[config.mk]
export PLATFORM = sky130hd
export DESIGN_NAME = store_queue
export DESIGN_NICKNAME = d
export VERILOG_FILES = /design/src/rtl/fcpu_pkg.sv /design/src/rtl/sq_age_match.sv /design/src/rtl/store_queue.sv
export SDC_FILE = /design/constraint.sdc
export NUM_CORES = 2
export LEC_CHECK = 0
export ABC_CLOCK_PERIOD_IN_PS = 4550
export BUFFER_PORTS_ARGS = -buffer_cell sky130_fd_sc_hd__buf_4
export CAP_MARGIN = 10
export CELL_PAD_IN_SITES_DETAIL_PLACEMENT = 1
export CELL_PAD_IN_SITES_GLOBAL_PLACEMENT = 1
export CORE_MARGIN = 10
export CORE_UTILIZATION = 50
export CTS_BUF_LIST = sky130_fd_sc_hd__clkbuf_4 sky130_fd_sc_hd__clkbuf_8 sky130_fd_sc_hd__clkbuf_16
export DETAILED_ROUTE_END_ITERATION = 8
export GPL_ROUTABILITY_DRIVEN = 0
export PLACE_DENSITY_LB_ADDON = 0.1
export SYNTH_ARGS = -nofsm -noshare
export SYNTH_HDL_FRONTEND = slang
export SYNTH_HIERARCHICAL = 1
export SYNTH_SLANG_ARGS = --single-unit
[constraint.sdc]
create_clock -name clk -period 4.55 [get_ports clk]
set_input_delay 0.2275 -clock clk [delete_from_list [all_inputs] [get_ports clk]]
set_output_delay 0.2275 -clock clk [all_outputs]
set_load 0.005 [all_outputs]
[src/rtl/fcpu_pkg.sv]
// Shared CPU definitions: default datapath widths, the store-queue entry
// layout and opcode-class helpers.
package fcpu_pkg;

  localparam int unsigned FCPU_DATA_W = 32;
  localparam int unsigned FCPU_ID_W   = 6;
  localparam int unsigned FCPU_OP_W   = 6;

  // One store-queue slot at the default widths.
  typedef struct packed {
    logic                   valid;
    logic [FCPU_ID_W-1:0]   id;
    logic [FCPU_OP_W-1:0]   opcode;
    logic [FCPU_DATA_W-1:0] addr;
    logic                   addr_ready;
    logic [FCPU_DATA_W-1:0] data;
    logic [FCPU_ID_W-1:0]   data_id;
    logic                   data_ready;
    logic                   committed;
    logic                   invalidate;
  } sq_entry_t;

  // Memory opcodes are grouped by their top three bits.
  function automatic logic is_store(input logic [FCPU_OP_W-1:0] op);
    return op[FCPU_OP_W-1 -: 3] == 3'b100;
  endfunction

  function automatic logic is_load(input logic [FCPU_OP_W-1:0] op);
    return op[FCPU_OP_W-1 -: 3] == 3'b011;
  endfunction

endpackage

[src/rtl/sq_age_match.sv]
// Youngest-match picker for a circular queue whose live entries run
// contiguously from head.
// Ports: valid/match per slot, head slot index; onehot youngest hit, hit flag.
module sq_age_match #(
  parameter int unsigned DEPTH_W = 3
) (
  input  logic [2**DEPTH_W-1:0] valid,
  input  logic [2**DEPTH_W-1:0] match,
  input  logic [DEPTH_W-1:0]    head,
  output logic [2**DEPTH_W-1:0] onehot,
  output logic                  hit
);
  localparam int unsigned DEPTH = 2**DEPTH_W;

  logic [DEPTH_W-1:0] idx;

  // Walk oldest to youngest; the last hit seen is the youngest.
  always_comb begin
    onehot = '0;
    hit    = 1'b0;
    idx    = '0;
    for (int unsigned k = 0; k < DEPTH; k++) begin
      idx = head + DEPTH_W'(k);
      if (valid[idx] && match[idx]) begin
        onehot      = '0;
        onehot[idx] = 1'b1;
        hit         = 1'b1;
      end
    end
  end

endmodule

[src/rtl/store_queue.sv]
// Age-ordered store queue: holds dispatched stores in program order, snoops
// the CDB for data, takes resolved addresses, marks ROB commits, drains
// committed stores one per cycle and answers load forwarding queries.
// Ports: alloc_* (dispatch), addr_* (AGU), cdb_valid/cdb, commit_* (ROB),
// flush, ld_* (load query, combinational), mem_* (drain port), count/empty.
// Optional macro STORE_QUEUE_FORWARD_EN enables store-to-load forwarding;
// without it any address match or unresolved address stalls the load.
module store_queue
  import fcpu_pkg::*;
#(
  parameter int unsigned DEPTH_W = 3,
  parameter int unsigned DATA_W  = FCPU_DATA_W,
  parameter int unsigned ID_W    = FCPU_ID_W,
  parameter int unsigned OP_W    = FCPU_OP_W
) (
  input  logic                   clk,
  input  logic                   rst,
  input  logic                   alloc_valid,
  output logic                   alloc_ready,
  input  logic [ID_W-1:0]        alloc_id,
  input  logic [OP_W-1:0]        alloc_opcode,
  input  logic [DATA_W-1:0]      alloc_data,
  input  logic [ID_W-1:0]        alloc_data_id,
  input  logic                   alloc_data_filled,
  input  logic                   addr_valid,
  input  logic [ID_W-1:0]        addr_id,
  input  logic [DATA_W-1:0]      addr_value,
  input  logic                   cdb_valid,
  input  logic [ID_W+DATA_W-1:0] cdb,
  input  logic                   commit_valid,
  input  logic                   commit_invalidate,
  input  logic [ID_W-1:0]        commit_id,
  input  logic                   flush,
  input  logic                   ld_valid,
  input  logic [DATA_W-1:0]      ld_addr,
  output logic                   ld_forward,
  output logic [DATA_W-1:0]      ld_data,
  output logic                   ld_stall,
  output logic                   mem_valid,
  output logic [OP_W-1:0]        mem_opcode,
  output logic [ID_W-1:0]        mem_id,
  output logic [DATA_W-1:0]      mem_address,
  output logic [DATA_W-1:0]      mem_data,
  input  logic                   mem_ready,
  output logic [DEPTH_W:0]       count,
  output logic                   empty
);
  localparam int unsigned DEPTH = 2**DEPTH_W;
  localparam int unsigned PTR_W = DEPTH_W + 1;

  logic [PTR_W-1:0]   head, tail;
  logic [DEPTH_W-1:0] head_idx, tail_idx;

  logic [DEPTH-1:0]   e_valid, e_addr_ready, e_data_ready, e_committed, e_inval;
  logic [ID_W-1:0]    e_id      [DEPTH];
  logic [ID_W-1:0]    e_data_id [DEPTH];
  logic [OP_W-1:0]    e_opcode  [DEPTH];
  logic [DATA_W-1:0]  e_addr    [DEPTH];
  logic [DATA_W-1:0]  e_data    [DEPTH];

  logic [ID_W-1:0]    cdb_tag;
  logic [DATA_W-1:0]  cdb_data;
  logic               full, do_alloc, alloc_cdb_hit, head_ok, silent_pop, pop;
  logic [DEPTH-1:0]   commit_hit, ld_match;
  logic [PTR_W-1:0]   ncommit;
  logic               unresolved;

  assign cdb_tag  = cdb[ID_W+DATA_W-1:DATA_W];
  assign cdb_data = cdb[DATA_W-1:0];
  assign head_idx = head[DEPTH_W-1:0];
  assign tail_idx = tail[DEPTH_W-1:0];

  // Occupancy from registered pointers only; a same-cycle drain does not free a slot.
  assign full        = (head_idx == tail_idx) && (head[DEPTH_W] != tail[DEPTH_W]);
  assign alloc_ready = !full && !flush;
  assign do_alloc    = alloc_valid && alloc_ready;
  assign count       = tail - head;
  assign empty       = (count == '0);

  assign alloc_cdb_hit = !alloc_data_filled && cdb_valid && (cdb_tag == alloc_data_id);

  // Drain control: invalidated commits leave silently, others wait for memory.
  assign head_ok    = e_valid[head_idx] && e_committed[head_idx];
  assign mem_valid  = head_ok && !e_inval[head_idx] && e_addr_ready[head_idx]
                      && e_data_ready[head_idx];
  assign silent_pop = head_ok && e_inval[head_idx];
  assign pop        = (mem_valid && mem_ready) || silent_pop;

  assign mem_opcode  = e_valid[head_idx] ? e_opcode[head_idx] : '0;
  assign mem_id      = e_valid[head_idx] ? e_id[head_idx]     : '0;
  assign mem_address = e_valid[head_idx] ? e_addr[head_idx]   : '0;
  assign mem_data    = e_valid[head_idx] ? e_data[head_idx]   : '0;

  // Per-slot commit/load matches and committed-entry count (flush survivors).
  always_comb begin
    commit_hit = '0;
    ld_match   = '0;
    ncommit    = '0;
    for (int unsigned i = 0; i < DEPTH; i++) begin
      commit_hit[i] = commit_valid && e_valid[i] && (e_id[i] == commit_id);
      ld_match[i]   = !e_inval[i] && e_addr_ready[i] && (e_addr[i] == ld_addr);
      ncommit       = ncommit + PTR_W'(e_valid[i] && (e_committed[i] || commit_hit[i]));
    end
  end

  assign unresolved = |(e_valid & ~e_inval & ~e_addr_ready);

`ifdef STORE_QUEUE_FORWARD_EN
  logic [DEPTH-1:0]  ld_sel;
  logic              ld_hit;
  logic [DATA_W-1:0] sel_data;

  sq_age_match #(.DEPTH_W(DEPTH_W)) u_age_match (
    .valid  (e_valid),
    .match  (ld_match),
    .head   (head_idx),
    .onehot (ld_sel),
    .hit    (ld_hit)
  );

  // One-hot mux of the youngest matching entry's data.
  always_comb begin
    sel_data = '0;
    for (int unsigned i = 0; i < DEPTH; i++)
      sel_data = sel_data | (e_data[i] & {DATA_W{ld_sel[i]}});
  end

  always_comb begin
    ld_forward = 1'b0;
    ld_stall   = 1'b0;
    ld_data    = '0;
    if (ld_valid) begin
      if (unresolved) begin
        ld_stall = 1'b1;
      end else if (ld_hit) begin
        if (|(ld_sel & e_data_ready)) begin
          ld_forward = 1'b1;
          ld_data    = sel_data;
        end else begin
          ld_stall = 1'b1;
        end
      end
    end
  end
`else
  assign ld_forward = 1'b0;
  assign ld_data    = '0;
  assign ld_stall   = ld_valid && (unresolved || |(e_valid & ld_match));
`endif

  // Pointer and entry state; later assignments in the slot loop take priority.
  always_ff @(posedge clk) begin
    if (rst) begin
      head         <= '0;
      tail         <= '0;
      e_valid      <= '0;
      e_addr_ready <= '0;
      e_data_ready <= '0;
      e_committed  <= '0;
      e_inval      <= '0;
      for (int unsigned i = 0; i < DEPTH; i++) begin
        e_id[i]      <= '0;
        e_data_id[i] <= '0;
        e_opcode[i]  <= '0;
        e_addr[i]    <= '0;
        e_data[i]    <= '0;
      end
    end else begin
      head <= head + PTR_W'(pop);
      tail <= flush ? (head + ncommit) : (tail + PTR_W'(do_alloc));
      for (int unsigned i = 0; i < DEPTH; i++) begin
        if (e_valid[i] && !e_data_ready[i] && cdb_valid && (e_data_id[i] == cdb_tag)) begin
          e_data[i]       <= cdb_data;
          e_data_ready[i] <= 1'b1;
        end
        if (e_valid[i] && addr_valid && (e_id[i] == addr_id)) begin
          e_addr[i]       <= addr_value;
          e_addr_ready[i] <= 1'b1;
        end
        if (commit_hit[i]) begin
          e_committed[i] <= 1'b1;
          e_inval[i]     <= commit_invalidate;
        end
        if (pop && (DEPTH_W'(i) == head_idx))
          e_valid[i] <= 1'b0;
        if (flush && e_valid[i] && !e_committed[i] && !commit_hit[i])
          e_valid[i] <= 1'b0;
        if (do_alloc && (DEPTH_W'(i) == tail_idx)) begin
          e_valid[i]      <= 1'b1;
          e_id[i]         <= alloc_id;
          e_opcode[i]     <= alloc_opcode;
          e_addr[i]       <= '0;
          e_addr_ready[i] <= 1'b0;
          e_data[i]       <= alloc_cdb_hit ? cdb_data : alloc_data;
          e_data_id[i]    <= alloc_data_id;
          e_data_ready[i] <= alloc_data_filled || alloc_cdb_hit;
          e_committed[i]  <= 1'b0;
          e_inval[i]      <= 1'b0;
        end
      end
    end
  end

endmodule

Word-level counts from Yosys, hierarchy flattened
Memory sizes are Yosys's and may differ from the RTL's. A register that Yosys moved wholly into a read port is not among the register bits.
Index checks and enable logic that the tools add are counted.
{ "word_totals": {"wordCells": 567, "mem_count": 5, "out_inout_bits": 117, "inputBits": 175, "mem_bits_rw": 656, "register_bits": 48} }
{ "op_classes": {"n_addsub": 11, "order_cmp": 1, "n_mux": 190, "eq_ne": 49, "bitwise_logic": 61, "reduce_logical": 208} }
{ "mem_list": {"columns": ["name", "depth", "width", "read_ports", "rd_ports_with_merged_regs", "write_ports", "line_no", "rtl"], "rows": [
  ["e_addr", 8, 32, 9, 1, 8, "store_queue.sv:58", "logic [DATA_W-1:0] e_addr [DEPTH];"],
  ["e_data", 8, 32, 1, 1, 8, "store_queue.sv:59", "logic [DATA_W-1:0] e_data [DEPTH];"],
  ["e_data_id", 8, 6, 8, 0, 8, "store_queue.sv:56", "logic [ID_W-1:0] e_data_id [DEPTH];"],
  ["e_id", 8, 6, 9, 1, 8, "store_queue.sv:55", "logic [ID_W-1:0] e_id [DEPTH];"],
  ["e_opcode", 8, 6, 1, 1, 8, "store_queue.sv:57", "logic [OP_W-1:0] e_opcode [DEPTH];"]
]} }
{ "ops": {"columns": ["op", "n"], "rows": [
  ["32-bit two-way mux", 35],
  ["32-bit == test", 8],
  ["6-bit two-way mux", 26],
  ["6-bit == test", 25],
  ["1-bit logical AND", 132],
  ["1-bit two-way mux", 119],
  ["1-bit OR", 56],
  ["1-bit logical NOT", 36],
  ["4-bit by 1-bit adder with 4-bit output", 6],
  ["8-bit bitwise AND", 3],
  ["3-bit == test (first input constant)", 8],
  ["3-bit nonzero test", 8],
  ["8-bit NOT", 2],
  ["2-bit nonzero test", 8],
  ["2-bit OR reduction", 8],
  ["8-bit OR reduction", 2],
  ["1-bit binary-select mux with 3-bit select", 5],
  ["2-bit by 3-bit == test with 1-bit output (first input constant)", 4],
  ["3-bit two-way mux", 4],
  ["1-bit logical OR", 11],
  ["1-bit by 3-bit == test with 1-bit output (first input constant)", 2],
  ["3-bit logical NOT", 2],
  ["3-bit by 1-bit adder with 4-bit output", 1],
  ["4-bit adder", 1],
  ["other kinds (8)", 8]
]} }

Longest topological paths before layout
An unclocked memory read counts as a cell.
{ "logic_depth": {"depth_word": 14, "depth_mapped": 15, "depth_no_buf": 14} }

Worst setup path before layout
OpenSTA, ideal clock, no wires.
{ "synth_timing": {"path_kind": "flip-flop to flip-flop", "from": "register head[2]", "to": "memory e_addr[4][0] in the netlist's numbering, enable pin", "period_less_slack_ns": 4.133, "arrival_time_ns": 3.739, "setup_time_ns": 0.394, "path_slack_ns": 0.417, "required_ns": 4.156, "n_path_buf": 3, "stages_incl_launch_ff": 11, "path_cell_list": "dfxtp_1 > clkbuf_1 > inv_2 > clkbuf_1 > ha_1 > and3_1 > a211oi_2 > nand3_1 > nand2b_1 > clkbuf_1 > nand2b_1"} }
{ "synth_lines": {"columns": ["element", "line_no", "rtl"], "rows": [
  ["from (decl)", "store_queue.sv:51", "logic [PTR_W-1:0] head, tail;"],
  ["from (signal assigned)", "store_queue.sv:169", "head <= head + PTR_W'(pop);"],
  ["to (decl)", "store_queue.sv:58", null]
]} }

==> impl_metrics.py <==
metrics = {
    "status": {
        "run_status": "finished clean",
    },
    "synthesis": {
        "synth_compound_area_frac": 0.0650,
        "yosys_warnings": 6,
        "synthXorXnorAreaFrac": 0.0944,
        "synth_ff_type": "edfxtp_1",
        "synth_cell_types": 57,
        "synth_edf_count": 656,
        "avgSynthCellArea_um2": 11.7,
        "syn_inst": 3315,
        "synth_adder_area_share": 0.00699,
        "synth_seq_cells": 704,
        "synthArstFlopShare": 0,
        "synth_top_family_by_area": "simple AND/OR/NAND/NOR gates",
        "synthMuxAreaShare": 0.106,
        "synth_seq_area_share": 0.534,
        "synthSimpleGateAreaFrac": 0.149,
        "syn_area_um2": 38700,
    },
    "timing": {
        "drv_slew": 0,
        "fin_crit_sh": 0.969,
        "layout_min_cycle_time_ns": 4.41,
        "slew-limit-headroom": 0.149,
        "fmax_mhz": 227,
        "setup_violations": 0,
        "hold_slack_ns": 0.00908,
        "setup-tns-final_ns": 0,
        "final_hold_viol_count": 0,
        "tightest_slew_ns": 1.27,
        "worst_slack_ns": 0.142,
        "finalClockSkew_ns": 0.0196,
    },
    "power": {
        "p_switching_mw": 3.89,
        "p_seq_frac": 0.480,
        "powerDensity_nw_per_um2": 345,
        "p_sw_frac": 0.249,
        "pwr-share-comb": 0.101,
        "intPower_mw": 11.7,
        "power_mw": 15.6,
        "ir_drop_mv": 0.229,
        "p_clk_frac": 0.418,
        "leakagePower_nw": 16.1,
    },
    "setup_path": {
        "crit_path_end_kind": "flop",
        "crit_slowest_cell": "fa_1",
        "crit_path_frequent_cell": "fa_1",
        "path_delay_family": "adder cells",
        "worstPathCellList": "xor2_1 > nor4_2 > a41oi_1 > nor2b_1 > fa_1 > inv_1 > fa_1 > inv_1 > fa_1 > fa_1 > fa_1 > xnor2_1 > a211oi_1",
        "critPathLaunchType": "flop",
        "required_ns": 5.07,
        "cp_max_fo": 3,
        "crit_path_max_incr_delay_ns": 0.46,
        "crit_arrival_ns": 4.93,
        "path_buf_inv": 2,
        "critical_path_class": "flop to flop",
    },
    "clocking": {
        "clock_sinks": 704,
        "clk_latency_ns": 0.65,
        "cts-root-buf": "clkbuf_16",
        "clk_pin_slew_ns": 0.06,
        "htreeDepth": 3,
        "numCtsBuffers": 78,
        "cts_tree": "built",
        "clockBufferDepth": 3,
    },
    "place": {
        "hpwl_um": 93300,
        "preCtsSetupSlack_ns": 0.0151,
        "placement.io_buffers": 258,
        "placed_area_um2": 41500,
    },
    "floorplanning": {
        "core.rowCount": 101,
        "design.die.area_um2": 88800,
        "core_area_um2": 76300,
        "io_pins": 292,
        "die_w_um": 298,
        "die_h_um": 298,
        "start_util": 0.506,
    },
    "grt": {
        "track_usage": 0.319,
        "grt_overflow": 0,
        "grt_pass1_vias": 31356,
        "antenna_found_initial": 9,
        "grt_max_degree": 118,
        "grt_pass1_wl_um": 213000,
    },
    "layout": {
        "seqCellArea_um2": 20700,
        "nets": 3743,
        "n_fill_cell": 7762,
        "post-route-cell-area_um2": 45300,
        "multiInputGateArea_um2": 16600,
        "syn_to_final_growth_pct": 17.3,
        "drive_gt1_frac": 0.201,
    },
    "detailed_routing": {
        "first_pass_iters": 5,
        "vias": 29383,
        "ant_nets": 0,
        "drc": 0,
        "finalWirelength_um": 145000,
        "wl_per_cell_um": 31.2,
        "viasPerCell": 6.32,
        "drt_iter0_drc": 3567,
    },
    "run": {
        "max_cap_viol_count": 0,
    },
    "hold_path": {
        "hold_path_class": "primary input to flop",
    },
}
per-stage QoR:
step,cells,utilization
after global routing,4644,0.594
after floorplan,3347,-
after detailed placement,4378,0.544
final,4649,0.594
after CTS,4640,0.593
after global placement,4378,0.544
flip-flops by register name, indices dropped and copies added (netlist names), 8 cells and up:
| register | count |
|---|---|
| e_committed | 8 |
| e_opcode | 48 |
| e_addr_ready | 8 |
| e_data | 256 |
| e_valid | 8 |
| e_inval | 8 |
| e_data_ready | 8 |
| e_data_id | 48 |
| e_id | 48 |
| e_addr | 256 |
cells in the mapped netlist (33+ instances only):
master | instances | area share
edfxtp_1 | 656 | 0.51
nand2_1 | 377 | 0.037
xnor2_1 | 305 | 0.069
nor2_1 | 274 | 0.027
and2_1 | 258 | 0.042
clkbuf_1 | 223 | 0.022
a21oi_1 | 195 | 0.025
mux4_2 | 160 | 0.093
a22oi_1 | 128 | 0.025
xor2_1 | 110 | 0.025
nand4_1 | 76 | 0.012
buf_2 | 59 | 0.0076
nand3_1 | 55 | 0.0071
dfxtp_1 | 48 | 0.025
inv_1 | 43 | 0.0042
buf_4 | 37 | 0.0072
nor3_1 | 36 | 0.0047
nor4_1 | 33 | 0.0053
power by group through the flow:
stage          logic [mW]  clock network, mW  registers, mW
6_report             1.58               6.54           7.51
5_1_grt              1.65               6.82           7.53
4_1_cts              1.55               6.57           7.51
3_5_place_dp         1.47                  0           7.64
3_3_place_gp         1.43                  0           7.62
2_1_floorplan       0.847                  0           7.59
tightest hold or removal path: cells and delay by family:
| family | cells | cell delay [ns] |
|---|---|---|
| buf+inv | 1 | 0.14 |
| compound gates | 1 | 0.08 |
| simple gates | 1 | 0.08 |
per-layer routing:
metal | share of wire | GRT usage
met1 | 0.37 | 0.397
met3 | 0.090 | 0.0598
met2 | 0.49 | 0.538
met4 | 0.048 | 0.139
met5 | 0.00031 | 0
placed cells by master (no fill, tap or decap), drive strengths merged, types with 3 or more instances in the layout:
| master | n |
|---|---|
| a211oi | 13 |
| a21oi | 196 |
| a22o | 32 |
| a22oi | 128 |
| a31oi | 3 |
| a41oi | 5 |
| and2 | 259 |
| and3 | 3 |
| buf | 349 |
| bufinv | 7 |
| clkbuf | 101 |
| clkinv | 28 |
| clkinvlp | 4 |
| conb | 33 |
| dfxtp | 48 |
| diode | 8 |
| dlygate4sd3 | 121 |
| edfxtp | 656 |
| fa | 6 |
| ha | 12 |
| inv | 49 |
| mux2 | 32 |
| mux2i | 14 |
| mux4 | 160 |
| nand2 | 377 |
| nand2b | 24 |
| nand3 | 56 |
| nand4 | 76 |
| nand4b | 8 |
| nor2 | 276 |
| nor2b | 12 |
| nor3 | 38 |
| nor3b | 16 |
| nor4 | 34 |
| or2 | 3 |
| xnor2 | 305 |
| xor2 | 111 |
path summary, 6_finish.rpt:
| path | start | to | slack [ns] | cells past startpoint |
|---|---|---|---|---|
| max | e_id[0][3] | tail[2] | 0.14 | 13 |
| min | cdb[25] | e_data[3][25] | 0.009 | 3 |
| max reg2reg | e_id[0][3] | tail[2] | 0.14 | 13 |
| min reg2reg | e_committed[0] | e_committed[0] | 0.54 | 2 |
area by class of cell:
class / count / share of cell area
Antenna cell: 8 / 0.000442
Clock buffer: 100 / 0.0481
Clock inverter: 41 / 0.00864
Inverter: 47 / 0.00392
Multi-Input combinational cell: 2248 / 0.366
Sequential cell: 704 / 0.456
Tap cell: 1030 / 0.0284
Timing Repair Buffer: 471 / 0.0884
what timing repair did:
item,4_1_cts,5_1_grt
setup buffers,0,1
endpoints found under the hold margin,392,0
pin swaps,0,2
cloned,0,0
hold buffers,121,0
setup endpoints to repair,1,1
resized for setup,1,2
cell families after synthesis:
family | Yosys count
AOI/OAI and AO/OA | 389
xor gates and xnor gates | 416
adders and majority gates | 18
buffers and inverters | 395
DFF | 704
muxes | 206
other | 1
and+or+nand+nor | 1186
Note: power is estimated with default switching activity, not from simulation.
